## config.mk

```make
export PLATFORM = sky130hd
export DESIGN_NAME = button_conditioner
export DESIGN_NICKNAME = d
export VERILOG_FILES = /design/src/rtl/button_conditioner_pkg.sv /design/src/rtl/button_conditioner_debounce.sv /design/src/rtl/button_conditioner.sv
export SDC_FILE = /design/constraint.sdc
export NUM_CORES = 1
export LEC_CHECK = 0
export CELL_PAD_IN_SITES_DETAIL_PLACEMENT = 1
export CELL_PAD_IN_SITES_GLOBAL_PLACEMENT = 1
export CORE_UTILIZATION = 45
export DETAILED_ROUTE_END_ITERATION = 10
export PLACE_DENSITY = 0.81
export SLEW_MARGIN = 30
export SYNTH_ARGS = -nofsm -noshare
export SYNTH_HDL_FRONTEND = slang
export SYNTH_SLANG_ARGS = --single-unit
```

## constraint.sdc

```tcl
create_clock -name clk -period 6.26 [get_ports clk]
set_input_delay 1.252 -clock clk [delete_from_list [all_inputs] [get_ports clk]]
set_output_delay 1.252 -clock clk [all_outputs]
set_load 0.02 [all_outputs]
```

## src/rtl/button_conditioner_pkg.sv

```systemverilog
// Shared definitions for the pushbutton / tilt front-end.
//   ctrl_state_e  : control FSM encoding (NORMAL, TEST, EXIT)
//   BPULSE_MIN/MAX: legal range of the test-scenario selector
//   next_count    : selector increment that wraps 9 -> 1, never to 0
package button_conditioner_pkg;

    typedef enum logic [1:0] {
        ST_NORMAL = 2'd0,
        ST_TEST   = 2'd1,
        ST_EXIT   = 2'd2
    } ctrl_state_e;

    localparam logic [3:0] BPULSE_MIN = 4'd1;
    localparam logic [3:0] BPULSE_MAX = 4'd9;

    function automatic logic [3:0] next_count(input logic [3:0] c);
        return (c >= BPULSE_MAX) ? BPULSE_MIN : c + 4'd1;
    endfunction

endpackage

```

## src/rtl/button_conditioner_debounce.sv

```systemverilog
// debounce: 2-FF synchronizer followed by a stable-count debouncer.
//   clk_i   : system clock
//   rst_i   : asynchronous active-high reset
//   raw_i   : raw asynchronous input pin
//   level_o : debounced level, active-high (inverted after sync when INVERT=1)
// The debounced level changes only after the synchronized input has differed
// from it for DEBOUNCE_CYCLES consecutive cycles.
module debounce #(
    parameter int unsigned DEBOUNCE_CYCLES = 500000,
    parameter logic        INVERT          = 1'b0
) (
    input  logic clk_i,
    input  logic rst_i,
    input  logic raw_i,
    output logic level_o
);

    localparam int unsigned CW = (DEBOUNCE_CYCLES > 1) ? $clog2(DEBOUNCE_CYCLES) : 1;
    localparam logic [CW-1:0] CNT_LAST = CW'(DEBOUNCE_CYCLES - 1);

    logic          sync1_q, sync2_q;
    logic          synced;
    logic [CW-1:0] cnt_q, cnt_d;
    logic          level_q, level_d;

    // Synchronizer flops reset to the idle pin level so a released
    // active-low button does not look pressed straight after reset.
    always_ff @(posedge clk_i or posedge rst_i) begin
        if (rst_i) begin
            sync1_q <= INVERT;
            sync2_q <= INVERT;
            cnt_q   <= '0;
            level_q <= 1'b0;
        end else begin
            sync1_q <= raw_i;
            sync2_q <= sync1_q;
            cnt_q   <= cnt_d;
            level_q <= level_d;
        end
    end

    assign synced = sync2_q ^ INVERT;

    always_comb begin
        cnt_d   = '0;
        level_d = level_q;
        if (synced != level_q) begin
            if (cnt_q == CNT_LAST) begin
                level_d = synced;
            end else begin
                cnt_d = cnt_q + CW'(1);
            end
        end
    end

    assign level_o = level_q;

endmodule

```

## src/rtl/button_conditioner.sv

```systemverilog
// button_conditioner: conditions raw pushbuttons and tilt sensor into the
// command pulses, tilt level and test-mode handshake for the central FSM.
//   clk, rst                      : clock, asynchronous active-high reset
//   btn_{sleep,awake,feed,play,test}_n : raw active-low pushbuttons
//   giro_raw                      : raw active-high tilt sensor
//   botonSleep/Awake/Feed/Play    : single-cycle press pulses (NORMAL only)
//   giro                          : debounced tilt level
//   botonTest                     : high for the whole of test mode
//   BpulseTest                    : test-scenario selector, 0 or 1..9
module button_conditioner
    import button_conditioner_pkg::*;
#(
    parameter int unsigned DEBOUNCE_CYCLES   = 500000,
    parameter int unsigned LONG_PRESS_CYCLES = 250000000,
    parameter int unsigned EXIT_HOLD         = 2
) (
    input  logic       clk,
    input  logic       rst,
    input  logic       btn_sleep_n,
    input  logic       btn_awake_n,
    input  logic       btn_feed_n,
    input  logic       btn_play_n,
    input  logic       btn_test_n,
    input  logic       giro_raw,
    output logic       botonSleep,
    output logic       botonAwake,
    output logic       botonFeed,
    output logic       botonPlay,
    output logic       giro,
    output logic       botonTest,
    output logic [3:0] BpulseTest
);

    localparam int unsigned LW = (LONG_PRESS_CYCLES > 1) ? $clog2(LONG_PRESS_CYCLES) : 1;
    localparam int unsigned EW = (EXIT_HOLD > 1) ? $clog2(EXIT_HOLD) : 1;
    localparam logic [LW-1:0] LONG_LAST = LW'(LONG_PRESS_CYCLES - 1);
    localparam logic [EW-1:0] EXIT_LAST = EW'(EXIT_HOLD - 1);

    // Bit order of the button vectors: {test, play, feed, awake, sleep}
    logic [4:0] btn_lvl;
    logic [4:0] btn_prev_q;
    logic [4:0] btn_edge_q;
    logic       giro_lvl;

    debounce #(.DEBOUNCE_CYCLES(DEBOUNCE_CYCLES), .INVERT(1'b1)) u_db_sleep (
        .clk_i(clk), .rst_i(rst), .raw_i(btn_sleep_n), .level_o(btn_lvl[0]));
    debounce #(.DEBOUNCE_CYCLES(DEBOUNCE_CYCLES), .INVERT(1'b1)) u_db_awake (
        .clk_i(clk), .rst_i(rst), .raw_i(btn_awake_n), .level_o(btn_lvl[1]));
    debounce #(.DEBOUNCE_CYCLES(DEBOUNCE_CYCLES), .INVERT(1'b1)) u_db_feed (
        .clk_i(clk), .rst_i(rst), .raw_i(btn_feed_n), .level_o(btn_lvl[2]));
    debounce #(.DEBOUNCE_CYCLES(DEBOUNCE_CYCLES), .INVERT(1'b1)) u_db_play (
        .clk_i(clk), .rst_i(rst), .raw_i(btn_play_n), .level_o(btn_lvl[3]));
    debounce #(.DEBOUNCE_CYCLES(DEBOUNCE_CYCLES), .INVERT(1'b1)) u_db_test (
        .clk_i(clk), .rst_i(rst), .raw_i(btn_test_n), .level_o(btn_lvl[4]));
    debounce #(.DEBOUNCE_CYCLES(DEBOUNCE_CYCLES), .INVERT(1'b0)) u_db_giro (
        .clk_i(clk), .rst_i(rst), .raw_i(giro_raw), .level_o(giro_lvl));

    ctrl_state_e   state_q, state_d;
    logic [LW-1:0] long_cnt_q, long_cnt_d;
    logic [EW-1:0] exit_cnt_q, exit_cnt_d;
    logic [3:0]    count_q, count_d;
    logic          wait_rel_q, wait_rel_d;
    logic [3:0]    cmd_q, cmd_d;        // {play, feed, awake, sleep}
    logic          test_q, test_d;
    logic [3:0]    bpulse_q, bpulse_d;
    logic          giro_q;

    always_ff @(posedge clk or posedge rst) begin
        if (rst) begin
            btn_prev_q <= '0;
            btn_edge_q <= '0;
            state_q    <= ST_NORMAL;
            long_cnt_q <= '0;
            exit_cnt_q <= '0;
            count_q    <= '0;
            wait_rel_q <= 1'b0;
            cmd_q      <= '0;
            test_q     <= 1'b0;
            bpulse_q   <= '0;
            giro_q     <= 1'b0;
        end else begin
            btn_prev_q <= btn_lvl;
            btn_edge_q <= btn_lvl & ~btn_prev_q;
            state_q    <= state_d;
            long_cnt_q <= long_cnt_d;
            exit_cnt_q <= exit_cnt_d;
            count_q    <= count_d;
            wait_rel_q <= wait_rel_d;
            cmd_q      <= cmd_d;
            test_q     <= test_d;
            bpulse_q   <= bpulse_d;
            giro_q     <= giro_lvl;
        end
    end

    always_comb begin
        state_d    = state_q;
        long_cnt_d = '0;
        exit_cnt_d = '0;
        count_d    = count_q;
        // A low debounced test level always releases the re-arm lock;
        // the state branches below may set it again.
        wait_rel_d = wait_rel_q & btn_lvl[4];
        cmd_d      = '0;

        unique case (state_q)
            ST_NORMAL: begin
                cmd_d = btn_edge_q[3:0];
                if (btn_lvl[4] && !wait_rel_q) begin
                    if (long_cnt_q == LONG_LAST) begin
                        state_d    = ST_TEST;
                        // The press that got us here must be released
                        // before a test pulse can request exit.
                        wait_rel_d = 1'b1;
                    end else begin
                        long_cnt_d = long_cnt_q + LW'(1);
                    end
                end
            end
            ST_TEST: begin
                if (btn_edge_q[3]) begin
                    count_d = next_count(count_q);
                end
                if (btn_edge_q[4] && !wait_rel_q && (count_q != '0)) begin
                    state_d = ST_EXIT;
                end
            end
            ST_EXIT: begin
                wait_rel_d = 1'b1;
                if (exit_cnt_q == EXIT_LAST) begin
                    state_d = ST_NORMAL;
                    count_d = '0;
                end else begin
                    exit_cnt_d = exit_cnt_q + EW'(1);
                end
            end
            default: begin
                state_d = ST_NORMAL;
                count_d = '0;
            end
        endcase

        // Outputs are registered from the next state so they change on the
        // same edge as the state transition.
        test_d   = (state_d == ST_TEST);
        bpulse_d = (state_d == ST_NORMAL) ? 4'd0 : count_d;
    end

    assign botonSleep = cmd_q[0];
    assign botonAwake = cmd_q[1];
    assign botonFeed  = cmd_q[2];
    assign botonPlay  = cmd_q[3];
    assign giro       = giro_q;
    assign botonTest  = test_q;
    assign BpulseTest = bpulse_q;

endmodule

```

; Yosys cells after proc, flatten, opt, wreduce, memory -nomap -nowiden
; Cells that the tools add are included.
[totals]
reg_bits = 188
output_inout_bits = 10
wordCells = 113
[op_classes]
n_addsub = 9
n_lt_le_gt_ge = 1
eq_ne = 16
n_mux = 31
bitwise_logic = 8
reduce_logical = 13
[op_table]
columns = cell, count
row1 = $mux W19, 12
row2 = $add A19 B1 Y19 const B, 6
row3 = $eq A19 B19 Y1 const B, 6
row4 = $mux W28, 3
row5 = $add A28 B1 Y28 const B, 1
row6 = $eq A28 B28 Y1 const B, 1
row7 = $mux W4, 5
row8 = $pmux W4 S3, 1
row9 = $reduce_and A2 Y1, 6
row10 = $mux W2, 4
row11 = $ne A1 B1 Y1, 6
row12 = $pmux W2 S3, 1
row13 = $and A5 B5 Y5, 1
row14 = $not A1 Y1, 5
row15 = $not A5 Y5, 1
row16 = $add A4 B1 Y4 const B, 1
row17 = $eq A2 B1 Y1 const B, 2
row18 = $ge A4 B4 Y1 const B, 1
row19 = $logic_not A2 Y1, 2
row20 = $mux W1, 4
row21 = $reduce_bool A4 Y1, 1
row22 = $logic_and A1 B1 Y1, 3
row23 = $eq A2 B2 Y1 const B, 1
row24 = $pmux W1 S2, 1
row25 = other kinds (3), 3

; Longest topological paths before layout
; Gate-level depths: netlist (run 1).
[depth]
depth_word = 7
depth_mapped = 8
mapped_depth_nobuf = 6

; By module
; A second synthesis (run 1) with hierarchy kept.
[unflattened]
hier_cells = 866
area_unflattened_um2 = 9112.5
[modules_own_cells]
columns = mod, instances, cells_each, area_each_um2, seq_area_each_um2
row1 = debounce (u_db_awake ...), 5, 104, 1076.0, 553.0
row2 = button_conditioner, 1, 243, 2641.3, 1401.3
row3 = debounce (u_db_giro), 1, 103, 1091.0, 550.5

; Least setup slack after synthesis (run 1)
; OpenSTA, ideal clock, no wires.
[synth_timing]
path_kind = register -> register
from = register u_db_play.cnt_q[11]
to = register u_db_play.cnt_q[10]
setup_ns = 0.119
arrival_time_ns = 1.936
required_ns = 6.141
setup_slack_ns = 4.205
path_stages_with_launch = 6
period_less_slack_ns = 2.055
cell_sequence = dfrtp_1 -> or4_1 -> or4_4 -> o21ai_4 -> buf_12 -> nor2_2
[synth_via]
elab_chain_len = 3
[synth_rtl]
columns = item, line_no
row1 = start: declaration, button_conditioner_debounce.sv:23  ; logic [CW-1:0] cnt_q, cnt_d;
row2 = start signal: assignment, button_conditioner_debounce.sv:37  ; cnt_q <= cnt_d;
row3 = $eq A19 B19 Y1, button_conditioner_debounce.sv:48  ; if (cnt_q == CNT_LAST) begin
row4 = $mux W19, button_conditioner_debounce.sv:48
row5 = $mux W19, button_conditioner_debounce.sv:47  ; if (synced != level_q) begin
row6 = net u_db_play.cnt_d[10], button_conditioner_debounce.sv:23
; The timed path passes the listed nets, and every way through them passes these cells.
; A chain may end at the register's enable or synchronous reset.

; Worst setup path after layout (run 1)
[layout_timing]
from = register bpulse_q[1] (netlist: BpulseTest[1])
to = output BpulseTest[1]
[layout_rtl]
columns = item, line_no
row1 = start: declaration, button_conditioner.sv:65  ; logic [3:0] bpulse_q, bpulse_d;
row2 = start signal: assignment, button_conditioner.sv:91  ; bpulse_q <= bpulse_d;
row3 = end: declaration, button_conditioner.sv:31  ; output logic [3:0] BpulseTest
; No word-level cell between the ends.

==> flow_summary_export.csv, run 1 <==
group,metric,value,unit
timing,period_needed,2710,ps
grt,grt_overflow,0,
clock_network,hold_buffers,0,
placement,place_congestion,0.779,
die,row_count,51,
setup_path,cp_max_fo,1,
cells_and_area,design_area,10100,um^2
drt,via_per_inst,5.71,
logic_synthesis,yosys-top-cells-count,"dfrtp_1, nor2_1, xnor2_1",
drt,firstDrtPassIters,4,
power,power_density,240,nW/um^2
setup_path,path_cells,"clkdlybuf4s50_1",
logic_synthesis,synth-main-ff-cell,"dfrtp_1",
setup_path,crit_path_start_kind,"flip-flop",
timing,finClkSkew,10.7,ps
grt,grt_pass1_wl,34.5,mm
timing,setup_violations,0,
setup_path,ff2ff_setup_slack,3690,ps
setup_path,path_buf_inv,1,
cells_and_area,fin_nets,920,
clock_network,postCtsSetupBuffers,0,
timing,max_freq,369,MHz
grt,grtUsageTotal,21.0,%
drt,via_count,6733,
clock_network,numCtsBuffers,17,
logic_synthesis,synth_top_family_by_area,"simple AND/OR/NAND/NOR gates",
setup_path,crit_slowest_cell,"clkdlybuf4s50_1",
cells_and_area,drive_above_1_share,8.53,%
grt,grt_pass1_vias,7078,
drt,drt_iter0_markers,234,
logic_synthesis,async_flop_share,100,%
die,start_util,46.3,%
logic_synthesis,synth_area,9070,um^2
drt,ant_nets,0,
logic_synthesis,synth.area.mux_share,0.565,%
logic_synthesis,yosysUniqueCellTypes,56,
power,power.leakage,3.93,nW
clock_network,clockBufferDepth,2,
setup_path,critical-path-top-delay-family,"buffers and inverters",
placement,portBuffers,17,
logic_synthesis,synth_simple_gate_area_share,25.9,%
clock_network,clk_pin_slew_worst_paths,70,ps
cells_and_area,area_growth,11.1,%
setup_path,cp_data_arrival_time,1460,ps
die,die_x,144,um
setup_path,r2r-end,"long_cnt_q[24]",
cells_and_area,fillers,2171,
logic_synthesis,synth_compound_area_share,8.55,%
clock_network,tritoncts,"done",
setup_path,max_stage_delay,630,ps
status,status,"finished clean",
timing,slew_headroom,52.1,%
clock_network,cts_resized,0,
power,ir_drop,178,uV
die,chipHeight,144,um
logic_synthesis,synth_warnings,0,
logic_synthesis,syn_inst,891,
die,core-area,19600,um^2
logic_synthesis,synth.area.top_cells,"dfrtp_1, xnor2_1, nor2_1",
grt,antenna_found_initial,0,
placement,hpwl,13.0,mm
grt,grt_max_degree,189,
setup_path,timing.rr.start,"long_cnt_q[0]",
timing,final.setup.tns,0,ps
worst_hold_path,hold_path_depth,0,
drt,routed_wl,19.8,mm
worst_hold_path,min_from,"u_db_giro.sync1_q",
logic_synthesis,synth_top_area_share,49.1,%
die,dieArea,20700,um^2
setup_path,reg2reg_depth,5,
timing,final-hold-violation-count,0,
timing,tightest_slew,714,ps
timing,rsz0062_at_grt,"no",
worst_hold_path,holdPathEnd,"u_db_giro.sync2_q",
placement,postPlaceCellArea,9460,um^2
logic_synthesis,synth_seq_cells,188,
logic_synthesis,post-synth-top-count-cell,"dfrtp_1",
cells_and_area,diodes,0,
clock_network,clock_sinks,188,
clock_network,cts-htree-levels,4,
clock_network,cts_root_buffer,"clkbuf_16",
logic_synthesis,synth_edf_count,0,
setup_path,setup.worst_path.class,"flip-flop to output port",
setup_path,worstPathRequired,5010,ps
worst_hold_path,min_path_type,"flip-flop to flip-flop",
logic_synthesis,synth_area_leader_cell,"dfrtp_1",
drt,drt-wirelength-per-cell,16.8,um
timing,post-route-period-util,43.3,%
logic_synthesis,syn-num-nets,909,
clock_network,insertion_delay,430,ps
logic_synthesis,synth-adder-area-share,1.38,%
job,drv_cap,0,
logic_synthesis,ys_seq_area_share,52.0,%
timing,slew_violations,0,
logic_synthesis,synth_xor_xnor_area_share,8.78,%
drt,drcViolationCount,0,
logic_synthesis,syn_avg_cell_area,10.2,um^2
die,pin_count,18,
setup_path,cp-end-kind,"output port",
-- worst max path at each step --
stage / startpoint / endpoint / slack [ps] / depth (start not counted)
5_1_grt: long_cnt_q[0] / long_cnt_q[26] / 3500 / 5
4_1_cts: BpulseTest[1] / BpulseTest[1] / 3530 / 1
2_1_floorplan: rst / BpulseTest[0] / 2600 / 1
3_5_place_dp: rst / giro / 3590 / 3
6_report: BpulseTest[1] / BpulseTest[1] / 3550 / 1
3_3_place_gp: rst / u_db_giro.sync1_q / 3590 / 3
-- report_power, final --
| part | switching [mW] | total, mW | internal (mW) |
|---|---|---|---|
| Sequential | 0.0127 | 1.24 | 1.23 |
| Combinational | 0.0476 | 0.0679 | 0.0203 |
| Clock | 0.447 | 1.10 | 0.658 |
| Total | 0.507 | 2.42 | 1.91 |
-- metal layers --
metal / track usage [%] / vias to the layer above / part of all wire [%]
li1: - / 3241 / -
met1: 27.5 / 3438 / 46
met2: 35.4 / 36 / 50
met3: 3.48 / 18 / 1.6
met4: 7.00 / 0 / 1.7
met5: 0 / - / 0
-- area by class of cell --
cell class	instances	area, um^2	area share [%]
Clock buffer	24	482	4.78
Sequential cell	188	4720	46.8
Tap cell	265	332	3.29
Inverter	28	109	1.08
Clock inverter	7	114	1.13
Multi-Input combinational cell	646	4100	40.6
Timing Repair Buffer	21	233	2.31
-- cell usage in the layout (no fill, tap or decap), types with 6 or more instances in the layout --
cell             instances
o31ai_1                 20
a21oi_1                 29
dfstp_2                 10
a211oi_1                17
inv_1                   27
clkbuf_16               17
and4_1                  13
nor2_2                  10
nor2_1                  92
o21ai_0                 30
or3b_2                   6
or2_2                    7
nand3_1                 55
nand2_1                 50
nor3_1                  19
nor4_1                  28
ha_1                    10
nand4_1                 39
xor2_1                  33
or3_1                   29
dfrtp_1                178
or4_1                   24
clkdlybuf4s50_1         17
xnor2_1                 58
and2_1                  13
and3_1                   9
-- metrics by stage --
| stage | instances | hold WS [ps] | util (%) | total power [mW] | setup WS [ps] |
|---|---|---|---|---|---|
| after floorplan | 891 | 331 | - | 1.31 | 2600 |
| after global placement | 1147 | 333 | 48.3 | 1.33 | 3590 |
| after detailed placement | 1147 | 336 | 48.3 | 1.33 | 3590 |
| after CTS | 1178 | 353 | 51.3 | 2.45 | 3530 |
| after global routing | 1179 | 357 | 51.5 | 2.51 | 3500 |
| final | 1179 | 351 | 51.5 | 2.42 | 3550 |
-- registers in the layout, summed over array words and instances, names as in the netlist, 2 cells and up --
name,count
u_db_giro.cnt_q,19
u_db_sleep.cnt_q,19
u_db_play.cnt_q,19
BpulseTest,4
u_db_feed.cnt_q,19
state_q,2
u_db_test.cnt_q,19
btn_edge_q,5
btn_prev_q,5
u_db_awake.cnt_q,19
count_q,4
long_cnt_q,28
cmd_q,4
-- cells by family (layout without fill, tap and decap cells) --
logic type,count (synthesis),in the layout
DFF,188,188
buffers and inverters,57,80
AOI/OAI and AO/OA,117,117
and+or+nand+nor,423,423
muxes,5,5
xor gates and xnor gates,91,91
adders and majority gates,10,10
Note: power is estimated with default switching activity, not from simulation.
==> inputs of run 2 (changes only) <==
clock period = 2.26 ns   (was 6.26 ns; I/O delays follow)
==> flow_summary_export.csv, run 2 (same netlist as run 1, synthesis figures left out) <==
group,metric,value,unit
status,status,"finished clean",
clock_network,clock_sinks,188,
die,row_count,51,
timing,final.setup.tns,0,ps
drt,highest_layer,"met4",
drt,drt-wirelength-per-cell,17.0,um
drt,dr_wl_met2,10.4,mm
clock_network,cts_root_buffer,"clkbuf_16",
setup_path,critical-path-top-delay-family,"simple AND/OR/NAND/NOR gates",
clock_network,insertion_delay,430,ps
die,pin_count,18,
cells_and_area,diodes,0,
cells_and_area,final_common_cell,"dfrtp_1",
setup_path,path_cells,"or4_1, or4_4, nor2_1, mux2_2",
grt,grt_overflow,0,
setup_path,setup.worst_path.class,"flip-flop to flip-flop",
cells_and_area,fillers,2172,
timing,tightest_slew,593,ps
placement,pre_cts_ws,151,ps
grt,grt_pass1_wl,35.8,mm
drt,ant_nets,0,
die,chipHeight,144,um
timing,slew_headroom,60.0,%
timing,rsz0062_at_grt,"no",
cells_and_area,layout_common_cells,"dfrtp_1, nor2_1, xnor2_1, nand3_1, nand2_1",
job,drv_cap,0,
cells_and_area,final_util,53.2,%
cells_and_area,fin_nets,964,
drt,via_count,6964,
timing,finClkSkew,7.12,ps
power,ir_drop,461,uV
cells_and_area,area_growth,14.9,%
drt,drt_iter0_markers,253,
timing,timing.final.ws_setup,140,ps
setup_path,cp_max_fo,5,
grt,antenna_found_initial,0,
cells_and_area,largest_register,"long_cnt_q",
cells_and_area,drive_above_1_share,12.9,%
die,die_x,144,um
drt,met3WireLength,444,um
setup_path,cp_data_arrival_time,2430,ps
worst_hold_path,min_path_type,"flip-flop to flip-flop",
clock_network,cts_resized,0,
clock_network,postCtsSetupBuffers,0,
timing,slew_violations,0,
power,total_power,6.54,mW
grt,grt_pass1_vias,7228,
clock_network,clockBufferDepth,2,
setup_path,max_stage_delay,570,ps
timing,setup_violations,0,
clock_network,clk_pin_slew_worst_paths,60,ps
timing,whs,358,ps
grt,grt_max_degree,42,
timing,period_needed,2120,ps
cells_and_area,largest_reg_flops,28,
drt,wl_met1,9.66,mm
clock_network,numCtsBuffers,17,
setup_path,cp-end-kind,"flip-flop",
grt,grtUsageTotal,21.9,%
drt,firstDrtPassIters,4,
power,power_density,627,nW/um^2
setup_path,crit_path_start_kind,"flip-flop",
die,dieArea,20700,um^2
timing,post-route-period-util,93.8,%
timing,max_freq,472,MHz
clock_network,tritoncts,"done",
setup_path,crit_slowest_cell,"or4_4",
placement,portBuffers,17,
power,power.leakage,4.15,nW
timing,final-hold-violation-count,0,
setup_path,path_buf_inv,0,
drt,via_per_inst,5.69,
placement,place_congestion,0.818,
drt,routed_wl,20.9,mm
placement,hpwl,14.3,mm
die,start_util,46.3,%
clock_network,hold_buffers,0,
setup_path,worstPathRequired,2570,ps
drt,drcViolationCount,0,
die,core-area,19600,um^2
clock_network,cts-htree-levels,4,
[run 2: cell types whose count changed in the layout (fill, tap and decap cells not counted), sizes merged]
cell	change
buf	+44
clkinv	+4
clkbuf	-3
bufinv	-2
clkinvlp	+2
[run 2: layout make-up]
class,instances,area [um^2],area share [%]
timing repair buffer,65,618,5.93
sequential,188,4720,45.2
multi-input combinational,646,4100,39.3
clock buffer,21,460,4.42
clock inverter,11,96.3,0.924
tap,265,332,3.18
inverter,28,109,1.04
[run 2: power breakdown]
part	switching (mW)	internal, mW	total (mW)	leakage (nW)
clock	1.30	1.57	2.87	0.273
combinational	0.141	0.0793	0.221	1.30
sequential	0.0364	3.41	3.44	2.57
total	1.48	5.06	6.54	4.15
[run 2: worst register-to-register path: cells and delay by family (launching register included)]
kind	cells	cell delay [ps]
flops	1	440
simple gates	3	1220
mux	1	350
[run 2: final timing paths]
| check | startpoint | to | slack, ps | cells past startpoint |
|---|---|---|---|---|
| max in group asynchronous | rst | u_db_test.cnt_q[6] | 1200 | 3 |
| min in group asynchronous | rst | BpulseTest[1] | 410 | 2 |
| setup / recovery | u_db_giro.cnt_q[11] | u_db_giro.level_o | 140 | 4 |
| hold reg to reg | u_db_sleep.sync1_q | u_db_sleep.sync2_q | 360 | 0 |
| setup reg to reg | u_db_giro.cnt_q[11] | u_db_giro.level_o | 140 | 4 |
| hold / removal | u_db_sleep.sync1_q | u_db_sleep.sync2_q | 360 | 0 |
[run 2: layer usage]
metal	global-route usage (%)	vias to the layer above
met4	6.61	0
met3	4.37	25
li1	-	3338
met1	29.0	3533
met2	36.3	68
met5	0	-
[run 2: through the flow]
stage	cells	area, um^2
final	1224	10400
after global routing	1224	10400
after CTS	1224	10400
after detailed placement	1192	9870
after global placement	1192	9870
after floorplan	891	9080
